===== config.mk =====
export PLATFORM = sky130hd
export DESIGN_NAME = sound_post_filter
export DESIGN_NICKNAME = d
export VERILOG_FILES = /design/src/rtl/sound_post_filter.sv
export SDC_FILE = /design/constraint.sdc
export NUM_CORES = 1
export LEC_CHECK = 0
export CORE_ASPECT_RATIO = 0.6
export CORE_UTILIZATION = 50
export DETAILED_ROUTE_END_ITERATION = 10
export GPL_ROUTABILITY_DRIVEN = 1
export GPL_TIMING_DRIVEN = 0
export PLACE_DENSITY_LB_ADDON = 0.12
export SETUP_SLACK_MARGIN = 0.05
export SYNTH_ARGS = -nofsm -noshare
export SYNTH_HDL_FRONTEND = slang
export SYNTH_SLANG_ARGS = --single-unit

===== constraint.sdc =====
create_clock -name clk -period 10 [get_ports clk]
set_input_delay 2.5 -clock clk [delete_from_list [all_inputs] [get_ports clk]]
set_output_delay 2.5 -clock clk [all_outputs]
set_load 0.02 [all_outputs]

===== src/rtl/sound_post_filter.sv =====
// Audio post-processing stage: DC-blocking high-pass, click-free mute/unmute gain ramp
// and output saturation, sequenced over six system-clock states per 48 kHz sample.
module sound_post_filter #(
    parameter int DC_SHIFT  = 8,
    parameter int RAMP_STEP = 4,
    parameter int BYPASS_DC = 0
) (
    input  logic        clk,
    input  logic        rst,
    input  logic        clk_48KHz_en,
    input  logic [15:0] audio_in,
    input  logic        mute_req,
    output logic [15:0] audio_out,
    output logic        out_valid,
    output logic        mute_done,
    output logic        overrun
);

    typedef enum logic [2:0] {
        IDLE = 3'd0,
        DIFF = 3'd1,
        LEAK = 3'd2,
        CLIP = 3'd3,
        GAIN = 3'd4,
        OUT  = 3'd5
    } state_t;

    localparam logic [8:0] RAMP_UNITY = 9'd256;
    localparam logic [8:0] RAMP_INC   = 9'(RAMP_STEP);

    function automatic logic signed [17:0] sat18(input logic signed [19:0] v);
        logic signed [17:0] r;
        if (v > 20'sd131071) begin
            r = 18'sh1FFFF;
        end else if (v < -20'sd131072) begin
            r = 18'sh20000;
        end else begin
            r = v[17:0];
        end
        return r;
    endfunction

    function automatic logic signed [15:0] sat16(input logic signed [26:0] v);
        logic signed [15:0] r;
        if (v > 27'sd32767) begin
            r = 16'sh7FFF;
        end else if (v < -27'sd32768) begin
            r = 16'sh8000;
        end else begin
            r = v[15:0];
        end
        return r;
    endfunction

    state_t             state_r;
    logic signed [15:0] x_cur_r;
    logic signed [15:0] x_prev_r;
    logic signed [17:0] y_prev_r;
    logic signed [17:0] d_r;
    logic signed [19:0] acc_r;
    logic signed [17:0] y_r;
    logic        [8:0]  ramp_r;
    logic        [15:0] audio_out_r;
    logic               out_valid_r;
    logic               overrun_r;

    logic signed [17:0] d_s;
    logic signed [17:0] leak_s;
    logic signed [19:0] acc_s;
    logic signed [17:0] y_s;
    logic signed [26:0] p_s;
    logic signed [26:0] q_s;
    logic signed [15:0] q_sat_s;

    // Datapath for the current stage; each result is captured by the FSM in its own state.
    always_comb begin
        d_s     = {{2{x_cur_r[15]}}, x_cur_r} - {{2{x_prev_r[15]}}, x_prev_r};
        leak_s  = y_prev_r >>> DC_SHIFT;
        acc_s   = {{2{d_r[17]}}, d_r} + {{2{y_prev_r[17]}}, y_prev_r}
                - {{2{leak_s[17]}}, leak_s};
        if (BYPASS_DC != 0) begin
            y_s = {{2{x_cur_r[15]}}, x_cur_r};
        end else begin
            y_s = sat18(acc_r);
        end
        p_s     = 27'(y_r) * 27'($signed({1'b0, ramp_r}));
        q_s     = p_s >>> 8;
        q_sat_s = sat16(q_s);
    end

    // Sample sequencer: one stage per clock, outputs and filter history registered here.
    always_ff @(posedge clk or negedge rst) begin
        if (!rst) begin
            state_r     <= IDLE;
            x_cur_r     <= 16'sd0;
            x_prev_r    <= 16'sd0;
            y_prev_r    <= 18'sd0;
            d_r         <= 18'sd0;
            acc_r       <= 20'sd0;
            y_r         <= 18'sd0;
            ramp_r      <= 9'd0;
            audio_out_r <= 16'd0;
            out_valid_r <= 1'b0;
            overrun_r   <= 1'b0;
        end else begin
            out_valid_r <= 1'b0;
            if (clk_48KHz_en && (state_r != IDLE)) begin
                overrun_r <= 1'b1;
            end
            case (state_r)
                IDLE: begin
                    if (clk_48KHz_en) begin
                        x_cur_r <= audio_in;
                        state_r <= DIFF;
                    end
                end
                DIFF: begin
                    d_r     <= d_s;
                    state_r <= LEAK;
                end
                LEAK: begin
                    acc_r   <= acc_s;
                    state_r <= CLIP;
                end
                CLIP: begin
                    y_r      <= y_s;
                    y_prev_r <= y_s;
                    x_prev_r <= x_cur_r;
                    state_r  <= GAIN;
                end
                GAIN: begin
                    // Registering here makes the pulse visible during the OUT state itself.
                    audio_out_r <= q_sat_s;
                    out_valid_r <= 1'b1;
                    state_r     <= OUT;
                end
                OUT: begin
                    if (mute_req) begin
                        if (ramp_r <= RAMP_INC) begin
                            ramp_r <= 9'd0;
                        end else begin
                            ramp_r <= ramp_r - RAMP_INC;
                        end
                    end else begin
                        if (ramp_r >= (RAMP_UNITY - RAMP_INC)) begin
                            ramp_r <= RAMP_UNITY;
                        end else begin
                            ramp_r <= ramp_r + RAMP_INC;
                        end
                    end
                    state_r <= IDLE;
                end
                default: begin
                    state_r <= IDLE;
                end
            endcase
        end
    end

    assign audio_out = audio_out_r;
    assign out_valid = out_valid_r;
    assign overrun   = overrun_r;
    assign mute_done = (ramp_r == 9'd0);

endmodule


After elaboration in Yosys (flattened, before gate mapping)
Index checks and enable logic that the tools add are counted.
{"block": "word_totals", "regBits": 117, "inputBits": 20, "output_inout_bits": 19}
{"block": "classes", "add_sub_neg": 5, "n_mul": 1, "order_cmp": 6, "n_eq_ne": 6, "muxes": 10, "reduce_logical": 5}
{"op": "18-bit two-way mux", "n": 2}
{"op": "16-bit two-way mux", "n": 2}
{"op": "18-bit by 10-bit multiplier with 27-bit output", "n": 1}
{"op": "9-bit two-way mux", "n": 3}
{"op": "20-bit by 18-bit > comparator with 1-bit output (second input constant)", "n": 1}
{"op": "20-bit by 18-bit < comparator with 1-bit output (second input constant)", "n": 1}
{"op": "19-bit by 10-bit subtractor with 20-bit output", "n": 1}
{"op": "17-bit by 18-bit adder with 19-bit output", "n": 1}
{"op": "19-bit by 16-bit > comparator with 1-bit output (second input constant)", "n": 1}
{"op": "19-bit by 16-bit < comparator with 1-bit output (second input constant)", "n": 1}
{"op": "16-bit by 16-bit subtractor with 17-bit output", "n": 1}
{"op": "3-bit case mux with 5 select lines", "n": 1}
{"op": "9-bit by 3-bit adder with 9-bit output (second input constant)", "n": 1}
{"op": "9-bit by 8-bit greater-or-equal comparator with 1-bit output (second input constant)", "n": 1}
{"op": "9-bit by 3-bit less-or-equal comparator with 1-bit output (second input constant)", "n": 1}
{"op": "9-bit logical NOT", "n": 1}
{"op": "9-bit by 3-bit subtractor with 9-bit output (second input constant)", "n": 1}
{"op": "3-bit by 2-bit == test with 1-bit output (second input constant)", "n": 2}
{"op": "3-bit == test (second input constant)", "n": 2}
{"op": "3-bit by 1-bit == test with 1-bit output (second input constant)", "n": 1}
{"op": "3-bit logical NOT", "n": 1}
{"op": "3-bit two-way mux", "n": 1}
{"op": "3-bit nonzero test", "n": 1}
{"op": "2-bit != test (second input constant)", "n": 1}
{"op": "3 further kinds", "n": 3}

Logic depth before layout (Yosys ltp)
{"block": "depth", "depth_word": 4, "depth_mapped": 23}

Least setup slack after synthesis
Ideal clock, no wire load.
{"block": "synth_timing", "path_type": "flip-flop to flip-flop", "start": "register y_r[17]", "end": "register audio_out_r[11], in the netlist audio_out[11]", "setup_time_ps": 126, "arrival_time_ps": 5542, "slack_ps": 4331, "path_stages_with_launch": 21, "cell_sequence": "dfrtp_1 -> clkbuf_1 -> nand2_1 -> fa_1 -> inv_1 -> fa_1 -> inv_1 -> fa_1 -> fa_1 -> inv_1 -> ha_1 -> ha_1 -> nand2_1 -> a211o_1 -> nor2_1 -> a21oi_4 -> a21oi_2 -> xnor2_1 -> a32o_2 -> buf_6 -> a221o_1"}
{"block": "synth_between", "elab_chain_len": 4, "word_cells_on_any_way": 5, "classes_between": "1 x mul; 2 x order compare; 2 x mux"}
{"item": "from (decl)", "line_no": "61", "text": "logic signed [17:0] y_r;"}
{"item": "from (signal assigned)", "line_no": "126", "text": "y_r <= y_s;"}
{"item": "18-bit by 10-bit multiplier with 27-bit output *", "line_no": "86", "text": "p_s = 27'(y_r) * 27'($signed({1'b0, ramp_r}));"}
{"item": "19-bit by 16-bit < comparator with 1-bit output", "line_no": "47", "text": "end else if (v < -27'sd32768) begin"}
{"item": "16-bit two-way mux", "line_no": "47"}
{"item": "16-bit two-way mux *", "line_no": "45", "text": "if (v > 27'sd32767) begin"}
{"item": "to (signal assigned)", "line_no": "133", "text": "audio_out_r <= q_sat_s;"}
{"item": "to (decl)", "line_no": "63", "text": "logic [15:0] audio_out_r;"}
Every way passes the cells marked *; elsewhere a longest branch is shown, timed or not.
A chain may end at the register's enable or synchronous reset.

Worst setup path after layout
{"block": "layout_timing", "start": "register ramp_r[6]", "end": "register audio_out_r[8], in the netlist audio_out[8]"}
{"block": "layout_between", "elab_chain_len": 4, "word_cells_on_any_way": 5, "classes_between": "1 x mul; 2 x order compare; 2 x mux"}
{"item": "from (decl)", "line_no": "62", "text": "logic [8:0] ramp_r;"}
{"item": "from (signal assigned)", "line_no": "142", "text": "ramp_r <= ramp_r - RAMP_INC;"}
{"item": "from (signal assigned)", "line_no": "148", "text": "ramp_r <= ramp_r + RAMP_INC;"}
{"item": "18-bit by 10-bit multiplier with 27-bit output *", "line_no": "86"}
{"item": "19-bit by 16-bit < comparator with 1-bit output", "line_no": "47"}
{"item": "16-bit two-way mux", "line_no": "47"}
{"item": "16-bit two-way mux *", "line_no": "45"}
Marks and branches as above.

==> results.yml <==
yosys:
  synth.distinct_cells: 68
  ys_warn_count: 0
  seq_area_frac_synth_pct: 25.2
  ys.flop_type: "dfrtp_1"
  syn_area_mm2: 0.0114
  ys_top_cells_by_area: "dfrtp_1 25%, fa_1 19%, ha_1 15%"
  yosysMostFrequentCell: "inv_1"
  synth_top_area_share_pct: 25.2
  synth-seq-cells: 115
  synth_top_area_cell: "dfrtp_1"
  synth_async_sr_flop_share_pct: 100
  synthCells: 1197
  synthTopCellsByCount: "146 x inv_1, 134 x ha_1, 115 x dfrtp_1, 111 x fa_1, 104 x nand2_1"
  synth_area_per_cell_um2: 9.56
  synth_edf_count: 0
clock_network:
  clock_path_buffers: 2
  cts_tree: "built"
  htreeDepth: 4
  clkLatencyLatePin_ns: 0.43
  cts.clk_slew.worst_paths_ns: 0.05
  clock_sinks: 115
  cts_setup_buffers: 0
  cts_hold_buf: 0
  cts_buffers: 17
  post_cts_resize_count: 0
  cts_root_buf: "clkbuf_16"
sta:
  max_freq_mhz: 153
  post-route-period-util_pct: 65.5
  fin_skew_ns: 0.00971
  finalHoldViolCount: 0
  fin_setup_tns_ns: 0
  setup_violations: 0
  worstMarginPinSlew_ns: 1.12
  whs_ns: 0.463
  drv_slew: 0
  rsz0062_at_grt: "false"
  period_minus_slack_ns: 6.55
  fin_ws_ns: 3.45
  relSlewSlack_pct: 25.2
setup_path:
  endpoint_kind: "flop"
  startpoint: "ramp_r[6]"
  required_ns: 10.30
  crit_arrival_ns: 6.85
  reg2reg_depth: 22
  rrSetupSlack_ns: 3.45
  endpoint: "audio_out[8]"
  start_kind: "flop"
  r2r_end: "audio_out[8]"
  crit_type: "flop to flop"
  worstPathMaxFanout: 10
  rr_startpoint: "ramp_r[6]"
finish:
  nFillCells: 1968
  final_nets: 1524
  drive_gt1_share_pct: 6.69
  multi_input_area_mm2: 0.00785
  syn_to_final_growth_pct: 12.5
  utilization_pct: 57.9
  register_area_mm2: 0.00288
drt:
  via_per_inst: 5.43
  antenna_left: 0
  wl_per_cell_um: 17.0
  drt-initial-drc-count: 566
  routed_wl_um: 26900
  drt_first_pass_iters: 5
  vias: 8575
  drc: 0
die:
  core_area_mm2: 0.0222
  die_w_um: 197
  io_pins: 39
  start_util_pct: 51.5
  dieArea_mm2: 0.0235
  fp.dieH_um: 119
  rows: 42
min_path:
  hp-class: "flop to flop"
global_route:
  grt_pass1_wl_um: 44700
  overflow: 0
  antenna_found_initial: 0
  track_usage_pct: 24.8
  grt_pass1_vias: 8338
  grt_max_degree: 97
placement:
  place.gp.congestion: 0.954
  hpwl_um: 21700
  place_ws_ns: 3.50
  io_buffer_count: 38
run_status:
  status: "completed"
job:
  max_cap_violations: 0
## metal layers
metal  track usage [%]  routed length [µm]  vias to the layer above
met4              4.31                 220                        0
met5                 0                   0                        -
met1              41.0               14300                     4243
met2              32.0               10400                      195
li1                  -                   -                     4117
met3              6.00                1950                       20
## final cells by class
class,count,share of cell area (%)
antenna,1,0.0194
clock buffer,21,3.58
tap,308,2.99
buffer,44,1.42
multi-input combinational,895,61.0
inverter,147,4.29
clock inverter,10,1.22
sequential,115,22.4
timing repair buffer,39,3.18
## state kept, by name, indices dropped and copies added (netlist names), 3 cells and up
name,cells
acc_r,20
y_r,18
d_r,17
audio_out,16
x_cur_r,16
x_prev_r,16
ramp_r,7
state_r,3
## stage by stage
| step | cell area, µm² | cells |
|---|---|---|
| 2_1_floorplan | 11500 | 1201 |
| 3_3_place_gp | 12200 | 1547 |
| 3_5_place_dp | 12300 | 1548 |
| 4_1_cts | 12900 | 1579 |
| 5_1_grt | 12900 | 1579 |
| 6_report | 12900 | 1580 |
## kinds of logic after synthesis
family                   share of synthesized area [%]
multiplexers                                      3.05
XOR/XNOR                                          3.83
buffers and inverters                             6.42
AO/OA/AOI/OAI                                     12.2
other                                           0.0328
flip-flops                                        25.2
AND/OR/NAND/NOR                                   15.2
adder cells (fa/ha/maj)                           34.1
## placed cells by master, fill, tap and decap left out, types with 5 or more instances in the layout
cell and count:
a211oi_1 9, a21o_1 11, a21oi_1 37, a221o_1 15
and2_1 78, and3_1 7, clkbuf_1 41, clkbuf_16 17
clkdlybuf4s50_1 37, conb_1 5, dfrtp_1 115, fa_1 111
ha_1 134, inv_1 146, mux2_2 31, nand2_1 104
nand2b_1 7, nand3_1 18, nand4_1 7, nor2_1 71
nor2b_1 8, nor3_1 15, o211ai_1 5, o21a_1 8
o21ai_0 96, o21ai_1 5, o31ai_1 5, or3_1 6
xnor2_1 32, xor2_1 18
## critical path: stages (launching register included)
cell	delay [ns]
dfrtp_1	0.31
clkbuf_1	0.29
clkbuf_1	0.43
clkbuf_1	0.47
nand2_1	0.15
fa_1	0.56
inv_1	0.06
fa_1	0.46
fa_1	0.51
fa_1	0.49
ha_1	0.31
ha_1	0.28
buf_2	0.16
a21o_1	0.17
a21o_1	0.18
a21oi_1	0.13
o21ai_0	0.16
nor3_1	0.22
a21oi_2	0.09
xnor2_1	0.17
a32o_2	0.33
buf_6	0.17
a221o_1	0.29
## worst min path at each step
stage / startpoint / to / slack [ns] / depth (start not counted)
after detailed placement: overrun / overrun / 0.45 / 1
after global routing: overrun / overrun / 0.49 / 1
after CTS: overrun / overrun / 0.47 / 1
after floorplan: acc_r[0] / acc_r[0] / 0.44 / 2
final: overrun / overrun / 0.46 / 1
after global placement: overrun / overrun / 0.45 / 1
Power is not shown: default switching activity piles up to over one toggle a cycle in this logic, so the estimate is an artifact.
